===== src/rtl/dma_pkg.sv =====
// rtl/dma_pkg.sv - shared types and constants for the receive DMA engine
package dma_pkg;

  localparam int         WORD_W           = 32;
  localparam logic [7:0] DEFAULT_ACK_BYTE = 8'hAA;

  typedef enum logic [1:0] {
    LEN,
    INSTR,
    ACK,
    DATA
  } dma_state_t;

endpackage


===== src/rtl/byte_packer.sv =====
// rtl/byte_packer.sv - gathers four bytes into a little-endian word
module byte_packer
  import dma_pkg::*;
(
  input  logic              clock,
  input  logic              clear,
  input  logic              in_valid,
  input  logic [7:0]        in_byte,
  output logic              word_valid,
  output logic [WORD_W-1:0] word
);

  logic [1:0]  lane_q, lane_d;
  logic [23:0] shift_q, shift_d;

  // Bytes enter at the top and move down, so the first byte ends up in [7:0].
  always_comb begin
    lane_d     = lane_q;
    shift_d    = shift_q;
    word_valid = 1'b0;
    word       = {in_byte, shift_q};
    if (in_valid) begin
      shift_d    = {in_byte, shift_q[23:8]};
      lane_d     = lane_q + 2'd1;
      word_valid = (lane_q == 2'd3);
    end
  end

  always_ff @(posedge clock) begin
    if (clear) begin
      lane_q  <= 2'd0;
      shift_q <= 24'd0;
    end else begin
      lane_q  <= lane_d;
      shift_q <= shift_d;
    end
  end

endmodule


===== src/rtl/dma_controller.sv =====
// rtl/dma_controller.sv - UART byte stream to program-load and data DMA strobes
module dma_controller
  import dma_pkg::*;
#(
  parameter int         CODE_WORDS = 1024,
  parameter logic [7:0] ACK_BYTE   = DEFAULT_ACK_BYTE
) (
  input  logic              clock,
  input  logic              reset,
  input  logic              rx_ready,
  input  logic [7:0]        rdata,
  output logic              instr_ready,
  output logic              mem_ready,
  output logic [WORD_W-1:0] data,
  output logic              program_loaded,
  output logic              tx_start,
  output logic [7:0]        sdata,
  input  logic              tx_busy
);

  localparam logic [WORD_W-1:0] CODE_LIMIT = WORD_W'(CODE_WORDS);

  dma_state_t        state_q, state_d;
  logic [WORD_W-1:0] n_q, n_d;
  logic [WORD_W-1:0] cnt_q, cnt_d;
  logic [WORD_W-1:0] data_q, data_d;
  logic              instr_ready_q, instr_ready_d;
  logic              mem_ready_q, mem_ready_d;
  logic              program_loaded_q, program_loaded_d;
  logic              tx_start_q, tx_start_d;

  logic              pack_valid;
  logic              pack_clear;
  logic              word_valid;
  logic [WORD_W-1:0] word;

  assign pack_valid = rx_ready && ((state_q == LEN) || (state_q == INSTR));
  assign pack_clear = reset || (state_q == ACK) || (state_q == DATA);

  byte_packer u_packer (
    .clock      (clock),
    .clear      (pack_clear),
    .in_valid   (pack_valid),
    .in_byte    (rdata),
    .word_valid (word_valid),
    .word       (word)
  );

  always_comb begin
    state_d          = state_q;
    n_d              = n_q;
    cnt_d            = cnt_q;
    data_d           = data_q;
    program_loaded_d = program_loaded_q;
    instr_ready_d    = 1'b0;
    mem_ready_d      = 1'b0;
    tx_start_d       = 1'b0;
    case (state_q)
      LEN: begin
        if (word_valid) begin
          n_d     = word;
          cnt_d   = '0;
          state_d = (word == '0) ? ACK : INSTR;
        end
      end
      INSTR: begin
        if (word_valid) begin
          cnt_d = cnt_q + 1'b1;
          // Words beyond the code segment are consumed but never strobed.
          if (cnt_q < CODE_LIMIT) begin
            instr_ready_d = 1'b1;
            data_d        = word;
          end
          if (cnt_d == n_q) begin
            state_d = ACK;
          end
        end
      end
      ACK: begin
        if (rx_ready) begin
          mem_ready_d = 1'b1;
          data_d      = {24'd0, rdata};
        end
        if (!tx_busy) begin
          tx_start_d       = 1'b1;
          program_loaded_d = 1'b1;
          state_d          = DATA;
        end
      end
      DATA: begin
        if (rx_ready) begin
          mem_ready_d = 1'b1;
          data_d      = {24'd0, rdata};
        end
      end
      default: state_d = LEN;
    endcase
  end

  always_ff @(posedge clock) begin
    if (reset) begin
      state_q          <= LEN;
      n_q              <= '0;
      cnt_q            <= '0;
      data_q           <= '0;
      instr_ready_q    <= 1'b0;
      mem_ready_q      <= 1'b0;
      program_loaded_q <= 1'b0;
      tx_start_q       <= 1'b0;
    end else begin
      state_q          <= state_d;
      n_q              <= n_d;
      cnt_q            <= cnt_d;
      data_q           <= data_d;
      instr_ready_q    <= instr_ready_d;
      mem_ready_q      <= mem_ready_d;
      program_loaded_q <= program_loaded_d;
      tx_start_q       <= tx_start_d;
    end
  end

  assign instr_ready    = instr_ready_q;
  assign mem_ready      = mem_ready_q;
  assign data           = data_q;
  assign program_loaded = program_loaded_q;
  assign tx_start       = tx_start_q;
  assign sdata          = ACK_BYTE;

endmodule


===== config.mk =====
export PLATFORM = sky130hd
export DESIGN_NAME = dma_controller
export DESIGN_NICKNAME = d
export VERILOG_FILES = /design/src/rtl/dma_pkg.sv /design/src/rtl/byte_packer.sv /design/src/rtl/dma_controller.sv
export SDC_FILE = /design/constraint.sdc
export NUM_CORES = 1
export LEC_CHECK = 0
export ABC_AREA = 1
export ABC_CLOCK_PERIOD_IN_PS = 3300
export BUFFER_PORTS_ARGS = -buffer_cell sky130_fd_sc_hd__buf_4
export CAP_MARGIN = 10
export CORE_ASPECT_RATIO = 2
export CORE_MARGIN = 4
export CORE_UTILIZATION = 60
export DETAILED_ROUTE_END_ITERATION = 16
export PLACE_DENSITY_LB_ADDON = 0.12
export SKIP_CTS_REPAIR_TIMING = 1
export SLEW_MARGIN = 20
export SYNTH_ARGS = -nofsm -noshare
export SYNTH_HDL_FRONTEND = slang
export SYNTH_SLANG_ARGS = --single-unit

===== constraint.sdc =====
create_clock -name clock -period 3.3 [get_ports clock]
set_clock_uncertainty 0.1 [all_clocks]
set_input_delay 0.66 -clock clock [delete_from_list [all_inputs] [get_ports clock]]
set_output_delay 0.66 -clock clock [all_outputs]
set_load 0.005 [all_outputs]

=== After elaboration in Yosys (flattened, before gate mapping) ===
Cells that the tools add are included.

* Register bits after elaboration: 128
* Bits of input ports: 12
* Output and inout bits: 44
* Word-level logic and storage cells: 64

* Add/sub/neg operators: 2
* Magnitude comparators: 1
* Equality and inequality tests: 11
* Multiplexer cells: 17
* Bitwise logic cells: 5
* Reductions and logical operators: 18

{| class="wikitable"
|+ Operators by type and width
! cell !! count
|-
| 32-bit two-way mux || 5
|-
| 32-bit case mux with 2 select lines || 2
|-
| 32-bit by 1-bit adder with 32-bit output, second input constant || 1
|-
| 32-bit == test || 1
|-
| 32-bit zero test || 1
|-
| 32-bit by 11-bit less-than comparator with 1-bit output, second input constant || 1
|-
| 2-bit two-way mux || 5
|-
| 2-bit by 1-bit inequality test with 1-bit output, second input constant || 5
|-
| 2-bit == test, second input constant || 3
|-
| 2-bit case mux with 3 select lines || 1
|-
| 2-bit OR reduction || 3
|-
| 1-bit inverter || 5
|-
| 5-bit AND reduction || 1
|-
| 1-bit two-way mux || 4
|-
| 2-bit AND reduction || 2
|-
| 4-bit AND reduction || 1
|-
| 2-bit nonzero test || 2
|-
| 1-bit logical OR || 3
|-
| 3-bit AND reduction || 1
|-
| 3-bit nonzero test || 1
|-
| 3-bit OR reduction || 1
|-
| 2-bit by 1-bit adder with 2-bit output, second input constant || 1
|-
| 2-bit by 1-bit == test with 1-bit output, second input constant || 1
|-
| 2-bit zero test || 1
|-
| other kinds (2) || 2
|}

=== Longest topological paths before layout ===
* Depth in word-level cells: 6
* Mapped depth: 18
* Mapped depth without buffers: 18

=== By module ===
A second synthesis with hierarchy kept.

* Cell total of the unflattened synthesis: 1042
* Area, all modules: 6825.3 sq um

{| class="wikitable"
|+ Modules (own cells, without submodules)
! module !! instances !! cells an instance !! area each (sq um) !! sequential area each (sq um)
|-
| dma_controller || 1 || 867 || 5595.4 || 2042.0
|-
| byte_packer || 1 || 175 || 1229.9 || 520.5
|}

=== Least setup slack after synthesis ===
No wires, ideal clock.

* Kind: reg2reg
* From: register cnt_q[0]
* To: register state_q[0]
* Library setup time: 0.115 ns
* Arrival time: 1.864 ns
* Data required time: 3.085 ns
* Setup slack: 1.221 ns
* Cell stages (with the launch flop): 17
* Buffers on the path: 0
* Clock period less this slack: 2.079 ns
* Cells stage by stage: dfxtp_1 -> ha_1 -> nand2_2 -> nor2_4 -> nand2_1 -> nor2_4 -> nand3_2 -> nand3_1 -> nand2_1 -> nor2_1 -> nand2_1 -> nor2_2 -> nand3_2 -> nand2_2 -> nand3_1 -> nand2_1 -> nor2_1

* Longest elaborated chain between the ends: 4

{| class="wikitable"
|+ Ends and longest elaborated chain
! item !! RTL line !! RTL
|-
| start: declaration || dma_controller.sv:25 || <nowiki>logic [WORD_W-1:0] cnt_q, cnt_d;</nowiki>
|-
| start signal: assignment || dma_controller.sv:113 || <nowiki>cnt_q <= cnt_d;</nowiki>
|-
| 32-bit by 1-bit adder with 32-bit output || dma_controller.sv:68 || <nowiki>cnt_d = cnt_q + 1'b1;</nowiki>
|-
| 32-bit == test || dma_controller.sv:74 || <nowiki>if (cnt_d == n_q) begin</nowiki>
|-
| 2-bit by 1-bit inequality test with 1-bit output (no source line) || -- ||
|-
| 5-bit AND reduction (no source line) || -- ||
|-
| end signal: assignment || dma_controller.sv:111 || <nowiki>state_q <= state_d;</nowiki>
|-
| end: declaration || dma_controller.sv:23 || <nowiki>dma_state_t state_q, state_d;</nowiki>
|}

No other way between the ends.
A chain may end at the register's enable or synchronous reset.

=== Worst setup path after layout ===
Same ends and word-level chain as after synthesis.

==> run summary <==
For the insertion delay of the later-clocked pin in the worst-skew pair, the log shows 0.42 ns. The placer's final routability congestion estimate is 0.976, and the number of antenna violations at the first check in global routing is 0. Vias per cell: 5.62.

The tree built by TritonCTS fans out to 128 sinks. The clock-pin transition on the worst setup and hold timing paths is 0.07 ns, and the total inserted antenna cells is 0. The relative area change from synthesis to final layout is 16.3%, and the via count is 6,673. Once detailed placement completed, the half-perimeter wirelength came to 15,700 microns. In this run, synthesis produced a sequential element count of 128. The count of input and output buffers was 47; the number of top-level pins was 56.

TritonCTS built the clock tree. In this run the horizontal extent of the chip is 82.3 microns. The finished cells cover 7700 sq um. The effective utilization at floorplan was 0.609; the transition time at the pin with the least slew margin was 0.962 ns. For this design the static power due to leakage is 3.17 nW. The tools report the root buffer cell as clkbuf_16. The run gives 0 as the max-slew violation count. By area the synthesized netlist is led by dfxtp_1, nand2_1, a21oi_1, nand3_1, nor2_1. The post-layout minimum cycle time was 2.62 ns. The post-synthesis adder-cell area fraction was 0.0113; the maximum number of pins on one net before global-route repair was 60.

The global-route total usage across every layer was 0.329; the area share of and/or/nand/nor cells after synthesis was 0.335. The floorplan has 54 rows. Traced cell by cell, the critical path runs through ha_1, nand2_2, nor2_4, nand2_4, nor2_2, nand3_1, nand3_1, nand2_1, nor2_1, nand2_1, nor2_2, nand3_2, nand2_2, nand3_1, nand2_1, nor2_1. The clock passes through at most 2 buffers. The fmax was 382 MHz.

The logs give 3.50 ns for the data required time of the worst path and 0 for the final number of setup-violating endpoints. The largest driver fanout on the critical path came out at 5. Mux share of post-synthesis cell area: 0.

The worst setup path is of the reg -> reg kind. The netlist area before placement was 6620 sq um; the final routed wire length divided by cell count was 17.3 microns. The sequential cell area fraction in the yosys report was 0.387; the first-pass GRT wire length was 31,600 microns. The ratio of final minimum period to clock period works out to 0.793. The y dimension of the die was 157 microns. The total negative slack for setup checks was 0 ns. After synthesis, the largest family of logic cells by area is simple AND/OR/NAND/NOR gates. The clock tree synthesis step divided the H-tree into 4 levels. After filler insertion, the fill cell instance count of the layout stands at 994. The tools report the post-route DRC violation count as 0.

The pre-antenna-repair detailed-routing pass consisted of 8 iterations. The number of synthesized flops with an enable pin came out at 0. Setup repair after global routing left no endpoint under its margin. The most instantiated library cell after synthesis is nand2_1.

In this run, distinct cell masters in the synthesized netlist total 31. In this run, the number of DRC markers left after iteration 0 of detailed routing was 507. The most used flip-flop cell after synthesis was dfxtp_1.

The count of nets left with antenna violations once routing finished came out at 0. The share of final-layout standard cells stronger than drive strength 1 was 0.122. The power density relative to cell area came out at 717 nW/um^2.

The nature of the critical path endpoint is a flip-flop. The post-synthesis xor/xnor area fraction came out at 0.0208. The largest total area in the synthesized netlist belongs to dfxtp_1.

The TritonCTS buffer count was 17. Relative slew slack: 0.358. Registers take 2560 sq um. Synthesis produced 1,001 cells.

Cell with the largest stage delay on the worst path: dfxtp_1. The largest single stage delay on the critical path is 0.40 ns. The category of the worst setup path launch point was a flip-flop. For the total placed instance area, the log shows 7050 sq um. The tightest min-delay check is of the reg -> reg type. The flow ran to the end, and the final reports show no timing, DRC or antenna violations.

By count the netlist is led by nand2_1, a21oi_1, dfxtp_1. Each instance of the synthesized netlist takes up on average 6.62 sq um. The count of synthesis-stage warnings from yosys is 0.

The logs give 1,053 for the net total in the final layout and 0 for the global-route congestion overflow total. The total area inside the core boundary comes to 10,900 sq um. The share of the synthesized area in compound gates (AO/OA/AOI/OAI) was 0.152. Fraction of synthesis flops using an asynchronous set or reset pin: 0. The wire length after detailed routing was 20,500 microns; the final-report hold violation count was 0. Number of global-route vias before repair: 6,458.

The fraction of post-synthesis cell area in the top cell type by area came out at 0.387. The area taken by multi-input logic gates came out at 3470 sq um. The die covers 12,900 sq um. The max capacitance violation total was 0; the critical path arrival was 2.82 ns. The tools report the maximum vdd ir drop as 0.622 mV.
-- critical path, delay by kind of cell (launching register included) --
kind / cells / cell delay, ns
fa+ha+maj: 1 / 0.28
flops: 1 / 0.40
simple gates: 15 / 1.72
-- power by group --
part	internal, mW	switching [mW]
Clock	1.32	0.783
Sequential	1.83	0.236
Combinational	0.544	0.811
Total	3.69	1.83
-- logic make-up after synthesis --
group	Yosys count
simple gates	498
compound gates	198
buf+inv	155
flops	128
xor+xnor	14
fa+ha+maj	6
other cells	2
-- flip-flops by register name, indices dropped and copies added, names as in the netlist, 2 cells and up --
| name | flops |
|---|---|
| state_q | 2 |
| u_packer.lane_q | 2 |
| data | 32 |
| cnt_q | 32 |
| n_q | 32 |
| u_packer.shift_q | 24 |
-- placed cells by master, fill, tap and decap left out, types with 4 or more instances in the layout --
master	netlist	final
ha_1	6	6
nor4_1	4	4
nor3_1	4	4
xor2_1	8	8
dfxtp_1	128	128
a21oi_1	131	131
conb_1	2	8
inv_1	108	108
o21ai_0	63	63
nor2_2	8	10
inv_8	0	4
bufinv_16	0	4
nor2_4	7	7
buf_4	8	54
xnor2_1	5	5
nand2_2	14	14
inv_6	0	4
nand4_1	14	14
nand2_1	222	222
clkbuf_16	0	17
nand3_1	96	96
nor2_1	119	117
-- worst paths after layout --
check / startpoint / endpoint / slack, ns / cells after the start
hold / removal: n_q[15] / n_q[15] / 0.37 / 2
hold reg to reg: n_q[15] / n_q[15] / 0.37 / 2
setup / recovery: cnt_q[0] / state_q[0] / 0.68 / 16
setup reg to reg: cnt_q[0] / state_q[0] / 0.68 / 16
-- layer usage --
metal	vias to the layer above	global-route usage	wire, microns
met3	99	0.0530	918
li1	3292	-	-
met5	-	0	0
met4	0	0.261	1760
met1	3041	0.313	6940
met2	241	0.593	10900
-- cell type report --
| type | count | area share |
|---|---|---|
| repair buffers | 55 | 0.0552 |
| flip-flops and latches | 128 | 0.333 |
| multi-input cells | 724 | 0.451 |
| well taps | 140 | 0.0227 |
| clock inverters | 14 | 0.0281 |
| clock buffers | 18 | 0.0570 |
| inverters | 109 | 0.0531 |
-- stage by stage --
stage	power (mW)	cells	utilization	setup slack, ns	hold slack, ns
floorplan	2.88	1007	-	1.22	0.343
global placement	3.40	1156	0.648	0.729	0.357
detailed placement	3.44	1156	0.648	0.732	0.355
CTS	5.52	1188	0.708	0.714	0.371
global route	5.82	1188	0.708	0.466	0.390
finish	5.52	1188	0.708	0.682	0.371
No activity file was read; power rests on OpenSTA's default activity.
